===== src/rtl/ddram_mc_pkg.sv =====
// Shared types and helpers for the DDRAM burst memory controller.
package ddram_mc_pkg;

  localparam int unsigned BEAT_W = 64;

  typedef enum logic [1:0] {StIdle, StWr, StRd, StBeat} mc_state_e;

  // Zero beats means one beat; anything above the line buffer size is clipped to it.
  function automatic logic [7:0] clip_burst(input logic [7:0] burst, input int unsigned max_burst);
    if (burst == 8'd0) return 8'd1;
    if (32'(burst) > max_burst) return 8'(max_burst);
    return burst;
  endfunction

endpackage


===== src/rtl/ddram_req_latch.sv =====
// Rising-edge request capture: holds a pending flag with its operands and reports dropped edges.
module ddram_req_latch #(
  parameter int unsigned OpW = 8
) (
  input  logic           clk_i,
  input  logic           rst_ni,
  input  logic           req_i,
  input  logic           clr_i,
  input  logic [OpW-1:0] op_i,
  output logic           pend_o,
  output logic [OpW-1:0] op_o,
  output logic           overrun_o
);

  logic           req_q, pend_q, ovr_q;
  logic           req_d, pend_d, ovr_d;
  logic [OpW-1:0] op_q, op_d;
  logic           req_edge;

  assign req_edge = req_i & ~req_q;

  // An edge that arrives while the previous request is still owed is dropped, not queued.
  always_comb begin
    req_d  = req_i;
    ovr_d  = req_edge & pend_q;
    pend_d = pend_q;
    op_d   = op_q;
    if (clr_i) pend_d = 1'b0;
    if (req_edge && !pend_q) begin
      pend_d = 1'b1;
      op_d   = op_i;
    end
  end

  always_ff @(posedge clk_i or negedge rst_ni) begin
    if (!rst_ni) begin
      req_q  <= 1'b0;
      pend_q <= 1'b0;
      ovr_q  <= 1'b0;
      op_q   <= '0;
    end else begin
      req_q  <= req_d;
      pend_q <= pend_d;
      ovr_q  <= ovr_d;
      op_q   <= op_d;
    end
  end

  assign pend_o    = pend_q;
  assign op_o      = op_q;
  assign overrun_o = ovr_q;

endmodule


===== src/rtl/ddram_burst_mc.sv =====
// DDRAM master serving byte-enabled single writes and burst reads into NCH line buffers.
// Optional read watchdog: define DDRAM_RD_TIMEOUT_EN.
module ddram_burst_mc
  import ddram_mc_pkg::*;
#(
  parameter int unsigned NCH       = 2,
  parameter int unsigned CHW       = 1,
  parameter int unsigned MAX_BURST = 15,
  parameter logic [3:0]  BASE_NIB  = 4'b0011
) (
  input  logic                        DDRAM_CLK,
  input  logic                        DDRAM_RESET_N,
  input  logic                        DDRAM_BUSY,
  output logic [7:0]                  DDRAM_BURSTCNT,
  output logic [28:0]                 DDRAM_ADDR,
  input  logic [63:0]                 DDRAM_DOUT,
  input  logic                        DDRAM_DOUT_READY,
  output logic                        DDRAM_RD,
  output logic [63:0]                 DDRAM_DIN,
  output logic [7:0]                  DDRAM_BE,
  output logic                        DDRAM_WE,
  input  logic [24:0]                 mem_addr,
  input  logic [63:0]                 mem_din,
  input  logic [7:0]                  mem_be,
  input  logic                        mem_wr,
  input  logic                        mem_rd,
  input  logic [CHW-1:0]              mem_rd_ch,
  input  logic [7:0]                  mem_burst,
  input  logic [CHW-1:0]              mem_dout_ch,
  output logic [63:0]                 mem_dout,
  output logic [64*MAX_BURST-1:0]     mem_wide_dout,
  output logic                        mem_busy,
  output logic                        mem_dready,
  output logic                        mem_overrun,
  output logic                        mem_timeout
);

  localparam int unsigned WrOpW = 25 + 64 + 8;
  localparam int unsigned RdOpW = 25 + CHW + 8;
  localparam int unsigned BiW   = (MAX_BURST > 1) ? $clog2(MAX_BURST) : 1;

  logic             wr_pend, rd_pend, wr_ovr, rd_ovr, wr_clr, rd_clr;
  logic [WrOpW-1:0] wr_op;
  logic [RdOpW-1:0] rd_op;
  logic [24:0]      wr_addr, rd_addr;
  logic [63:0]      wr_din;
  logic [7:0]       wr_be, rd_burst;
  logic [CHW-1:0]   rd_ch;
  logic             last_beat, timeout_hit;

  mc_state_e        state_q;
  logic [7:0]       beat_q, bc_q, be_q;
  logic             we_q, rd_q, dready_q, last_wr_q;
  logic [28:0]      addr_q;
  logic [63:0]      din_q, dout_q;
  logic [MAX_BURST-1:0][BEAT_W-1:0] buf_q [NCH];

  ddram_req_latch #(.OpW(WrOpW)) u_wr_latch (
    .clk_i    (DDRAM_CLK),
    .rst_ni   (DDRAM_RESET_N),
    .req_i    (mem_wr),
    .clr_i    (wr_clr),
    .op_i     ({mem_addr, mem_din, mem_be}),
    .pend_o   (wr_pend),
    .op_o     (wr_op),
    .overrun_o(wr_ovr)
  );

  // The burst is clipped at capture so the stored length is always a legal beat count.
  ddram_req_latch #(.OpW(RdOpW)) u_rd_latch (
    .clk_i    (DDRAM_CLK),
    .rst_ni   (DDRAM_RESET_N),
    .req_i    (mem_rd),
    .clr_i    (rd_clr),
    .op_i     ({mem_addr, mem_rd_ch, clip_burst(mem_burst, MAX_BURST)}),
    .pend_o   (rd_pend),
    .op_o     (rd_op),
    .overrun_o(rd_ovr)
  );

  assign {wr_addr, wr_din, wr_be}   = wr_op;
  assign {rd_addr, rd_ch, rd_burst} = rd_op;

  assign wr_clr    = (state_q == StWr) && !DDRAM_BUSY;
  assign last_beat = (state_q == StBeat) && DDRAM_DOUT_READY && (beat_q == rd_burst - 8'd1);
  assign rd_clr    = last_beat | timeout_hit;

`ifdef DDRAM_RD_TIMEOUT_EN
  logic [11:0] wd_q;
  logic        timeout_q;

  assign timeout_hit = (state_q == StBeat) && !DDRAM_DOUT_READY && (wd_q == 12'd4094);

  always_ff @(posedge DDRAM_CLK or negedge DDRAM_RESET_N) begin
    if (!DDRAM_RESET_N) begin
      wd_q      <= '0;
      timeout_q <= 1'b0;
    end else begin
      timeout_q <= timeout_hit;
      if (state_q != StBeat || DDRAM_DOUT_READY || timeout_hit) wd_q <= '0;
      else wd_q <= wd_q + 12'd1;
    end
  end

  assign mem_timeout = timeout_q;
`else
  assign timeout_hit = 1'b0;
  assign mem_timeout = 1'b0;
`endif

  always_ff @(posedge DDRAM_CLK or negedge DDRAM_RESET_N) begin
    if (!DDRAM_RESET_N) begin
      state_q   <= StIdle;
      beat_q    <= '0;
      we_q      <= 1'b0;
      rd_q      <= 1'b0;
      addr_q    <= '0;
      din_q     <= '0;
      be_q      <= 8'hFF;
      bc_q      <= 8'd1;
      dready_q  <= 1'b0;
      dout_q    <= '0;
      last_wr_q <= 1'b0;
      for (int i = 0; i < NCH; i++) buf_q[i] <= '0;
    end else begin
      dready_q <= 1'b0;
      unique case (state_q)
        StIdle: begin
          // last_wr_q only moves when both requests compete, so the loser goes next time.
          if (!DDRAM_BUSY) begin
            if (wr_pend && (!rd_pend || !last_wr_q)) begin
              state_q <= StWr;
              we_q    <= 1'b1;
              addr_q  <= {BASE_NIB, wr_addr};
              din_q   <= wr_din;
              be_q    <= wr_be;
              bc_q    <= 8'd1;
              if (rd_pend) last_wr_q <= 1'b1;
            end else if (rd_pend) begin
              state_q <= StRd;
              rd_q    <= 1'b1;
              addr_q  <= {BASE_NIB, rd_addr};
              be_q    <= 8'hFF;
              bc_q    <= rd_burst;
              if (wr_pend) last_wr_q <= 1'b0;
            end
          end
        end
        StWr: begin
          if (!DDRAM_BUSY) begin
            we_q    <= 1'b0;
            state_q <= StIdle;
          end
        end
        StRd: begin
          if (!DDRAM_BUSY) begin
            rd_q    <= 1'b0;
            beat_q  <= '0;
            state_q <= StBeat;
          end
        end
        StBeat: begin
          if (DDRAM_DOUT_READY) begin
            buf_q[rd_ch][beat_q[BiW-1:0]] <= DDRAM_DOUT;
            if (beat_q == 8'd0) dout_q <= DDRAM_DOUT;
            beat_q <= beat_q + 8'd1;
            if (last_beat) begin
              dready_q <= 1'b1;
              state_q  <= StIdle;
            end
          end else if (timeout_hit) begin
            state_q <= StIdle;
          end
        end
        default: state_q <= StIdle;
      endcase
    end
  end

  assign DDRAM_WE       = we_q;
  assign DDRAM_RD       = rd_q;
  assign DDRAM_ADDR     = addr_q;
  assign DDRAM_DIN      = din_q;
  assign DDRAM_BE       = be_q;
  assign DDRAM_BURSTCNT = bc_q;
  assign mem_dout       = dout_q;
  assign mem_dready     = dready_q;
  assign mem_overrun    = wr_ovr | rd_ovr;
  assign mem_busy       = wr_pend | rd_pend;
  assign mem_wide_dout  = buf_q[mem_dout_ch];

endmodule


===== config.mk =====
export PLATFORM = sky130hd
export DESIGN_NAME = ddram_burst_mc
export DESIGN_NICKNAME = d
export VERILOG_FILES = /design/src/rtl/ddram_mc_pkg.sv /design/src/rtl/ddram_req_latch.sv /design/src/rtl/ddram_burst_mc.sv
export SDC_FILE = /design/constraint.sdc
export NUM_CORES = 2
export LEC_CHECK = 0
export BUFFER_PORTS_ARGS = -buffer_cell sky130_fd_sc_hd__buf_4
export CORE_AREA = 4 4 518 520
export DETAILED_ROUTE_END_ITERATION = 10
export DIE_AREA = 0 0 522 524
export SLEW_MARGIN = 40
export SYNTH_ARGS = -nofsm -noshare
export SYNTH_HDL_FRONTEND = slang
export SYNTH_SLANG_ARGS = --single-unit

===== constraint.sdc =====
create_clock -name DDRAM_CLK -period 2 [get_ports DDRAM_CLK]
set_input_delay 0.4 -clock DDRAM_CLK [delete_from_list [all_inputs] [get_ports DDRAM_CLK]]
set_output_delay 0.4 -clock DDRAM_CLK [all_outputs]
set_load 0.02 [all_outputs]

==> flow_summary.json <==
{
  "min_period_over_period": 1.10,
  "vias_per_cell": 5.14,
  "tightest_slew_ps": 771,
  "crit_top_cell": "buf_6",
  "synth_seq_cells": 2241,
  "critPathMaxFanout": 9,
  "slew_viol_final": 0,
  "cts_tree": "done",
  "vias": 61500,
  "total_power_w": 0.187,
  "setup_ws_ps": -202,
  "period_needed_ps": 2200,
  "cp_slowest_stage_delay_ps": 360,
  "grt_pass1_vias": 64700,
  "synthFlopType": "dfrtp_1",
  "violations": "negative setup slack",
  "syn_area_um2": 95600,
  "end_kind": "flip-flop",
  "critPathLaunchType": "flip-flop",
  "synth_cell_types": 53,
  "critPathLaunch": "state_q[1]$_DFFE_PN0P_",
  "drc_errors": 0,
  "yosys_warnings": 0,
  "antenna_left": 0,
  "tns_ps": -150510,
  "synth_cells": 6210,
  "drt-initial-drc-count": 3711,
  "grt_max_degree": 116,
  "synth_top_area_cell": "dfrtp_1",
  "r2r-start": "state_q[1]$_DFFE_PN0P_",
  "detail_route.wl_per_cell_um": 30.1,
  "die_h_um": 524,
  "rsz0062_at_grt": "yes",
  "r2r_slack_ps": -200,
  "hold_class": "input port to asynchronous set/reset pin",
  "powerDensity_nw_per_um2": 1370,
  "critPathCapture": "buf_q[796]$_DFFE_PN0P_",
  "overflow": 0,
  "syn_avg_cell_area_um2": 15.4,
  "antenna_found_initial": 31,
  "worstPathArrival_ps": 2980,
  "initial_utilization": 0.362,
  "timing.rr.end": "buf_q[796]$_DFFE_PN0P_",
  "fin_skew_ps": 92.2,
  "multiInputGateArea_um2": 41200,
  "status": "finished, violations left",
  "required_ps": 2770,
  "crit_type": "flip-flop to flip-flop",
  "async_flop_share": 1.00,
  "synth.top_cells.by_area": "dfrtp_1 58%, mux2_2 36%, clkbuf_1 1.2%",
  "cap_viol_max_count": 0,
  "die_w_um": 522,
  "num_io_pins": 1316,
  "hold_viol": 0,
  "htreeDepth": 4,
  "area_growth_pct": 42.6,
  "core_um2": 264000,
  "grt_pass1_wl_um": 483000,
  "cellLeakagePower_nw": 67.6,
  "worst-path-buf-inv": 5,
  "cts_buffer_depth": 3,
  "cts_buffers": 239,
  "synth-seq-area-share": 0.587,
  "setup_violations": 2020,
  "nets": 8394,
  "hpwl_um": 229000,
  "gp_congestion": 0.798,
  "rr_worst_depth": 9,
  "fillers": 21900,
  "drive_above_1_share": 0.682,
  "regArea_um2": 56100,
  "clock-sinks": 2241,
  "cts_root_buffer": "clkbuf_16",
  "vdd_drop_max_v": 0.000991,
  "io_buffers": 1312,
  "cp.depth": 9,
  "track_usage": 0.243,
  "synth_top_cell_area_share": 0.584,
  "die_area_um2": 274000,
  "crit_family": "buffers and inverters",
  "cpMaxStageDelayCell": "dfrtp_1",
  "clk-insertion-delay-late_ps": 910,
  "slew_headroom": 0.486,
  "drtPass1Iterations": 7,
  "crit_chain": "buf_4 -> and3_4 -> buf_6 -> nand3_4 -> buf_6 -> nor2_4 -> buf_12 -> clkbuf_16 -> mux2_2",
  "clk_pin_slew_ps": 60,
  "num_rows": 189,
  "synth_edf_count": 0,
  "final_util": 0.516,
  "drt-total-wl_um": 361000,
  "clock.fmax_mhz": 454
}
## cell type report
type	instances	area share
Sequential cell	2241	0.411
Antenna cell	14	0.000257
Tap cell	3533	0.0324
Clock inverter	115	0.0115
Clock buffer	340	0.0514
Timing Repair Buffer	2294	0.191
Multi-Input combinational cell	3430	0.302
Inverter	6	0.000202
## power breakdown
| part | total [W] | switching [W] | internal [W] |
|---|---|---|---|
| clock network | 0.0474 | 0.0197 | 0.0278 |
| registers | 0.0680 | 0.00789 | 0.0602 |
| logic | 0.0711 | 0.0325 | 0.0386 |
| total | 0.187 | 0.0601 | 0.127 |
## cells by family after synthesis
kind of cell             share of synthesized area
buffers and inverters                       0.0264
multiplexers                                 0.369
adder cells (fa/ha/maj)                   0.000654
AO/OA/AOI/OAI                              0.00397
XOR/XNOR                                   0.00128
other                                    0.0000392
AND/OR/NAND/NOR                             0.0122
flip-flops                                   0.587
## state kept, by name, summed over array words and instances, names as in the netlist, 2 cells and up
register	count
buf_q	1920
u_wr_latch.op_o	97
DDRAM_DIN	64
mem_dout	64
u_rd_latch.op_o	34
DDRAM_ADDR	26
DDRAM_BE	8
DDRAM_BURSTCNT	8
beat_q	8
state_q	2
## worst min-delay path by stage
stage                                           end  slack (ps)  depth (start not counted)
after floorplan           DDRAM_ADDR[0]$_DFFE_PN0P_         100                          0
after global placement      buf_q[1868]$_DFFE_PN0P_         340                          1
after detailed placement    buf_q[1868]$_DFFE_PN0P_         330                          1
after CTS                    buf_q[870]$_DFFE_PN0P_           5                          2
after global routing        buf_q[1866]$_DFFE_PN0P_          40                          2
final                       buf_q[1866]$_DFFE_PN0P_          90                          2
## placed cells by master (no fill, tap or decap), drive strengths merged, types with 2 or more instances in the layout
| cell type | count |
|---|---|
| o21ai | 12 |
| and3 | 4 |
| mux2 | 3131 |
| nand4 | 6 |
| nor2 | 55 |
| nor4 | 3 |
| nor3 | 6 |
| ha | 5 |
| dfrtp | 2232 |
| diode | 14 |
| conb | 3 |
| or3 | 3 |
| nand2b | 7 |
| clkbuf | 378 |
| o22a | 3 |
| a21oi | 7 |
| bufinv | 25 |
| xnor2 | 8 |
| xor2 | 6 |
| nor4bb | 2 |
| dlygate4sd3 | 114 |
| and2b | 2 |
| buf | 2139 |
| nand3 | 12 |
| inv | 14 |
| or2 | 2 |
| a31oi | 28 |
| nor2b | 4 |
| and2 | 3 |
| dfstp | 9 |
| nor3b | 3 |
| nand2 | 103 |
| clkinv | 71 |
| bufbuf | 3 |
| clkinvlp | 11 |
## synth_stat cells (2+ instances only)
master	number
clkbuf_1	317
buf_6	31
or2_2	2
nand2b_1	7
nand3_2	4
nand4_1	3
and2b_1	2
xnor2_1	8
and2_1	3
nor2_2	9
nand4_2	3
xor2_1	6
o21ai_0	12
nor4bb_1	2
nor3_1	4
nand3_1	8
dfrtp_1	2232
nor4_1	2
mux2_1	71
nand2_4	3
and3_1	4
o22a_1	3
mux2_2	3060
ha_1	5
nand2_2	6
a31oi_1	28
buf_1	9
nand2_1	94
or3_1	3
nor3_4	2
nor3b_1	3
nor2_4	9
dfstp_2	9
a21oi_1	7
nor2_1	37
nor2b_1	4
inv_1	6
buf_2	161
buf_4	17
## repair_timing
item / 4_1_cts / 5_1_grt
setup endpoints to repair: 2440 / 2765
pin swaps: 21 / 16
cloned: 30 / 42
endpoints found under the hold margin: 1320 / 0
buffers inserted: 232 / 167
gates resized for setup: 1825 / 412
hold buffers: 114 / 0
## through the flow
step | setup WS (ps) | area [um2] | hold WS, ps | instances
after floorplan | -90.6 | 95700 | 104 | 6212
after global placement | -323 | 113000 | 340 | 10900
after detailed placement | -330 | 113000 | 334 | 10900
after CTS | -258 | 133000 | 4.66 | 11800
after global routing | -245 | 136000 | 35.2 | 12000
final | -202 | 136000 | 88.7 | 12000
## per-layer routing
layer  part of all wire  vias up  track usage
li1                   -    26000            -
met1               0.42    33100        0.310
met2               0.47     1856        0.399
met3              0.063      561       0.0527
met4              0.049       10        0.104
met5            0.00017        -            0
Power figures use the tool's default switching activity.
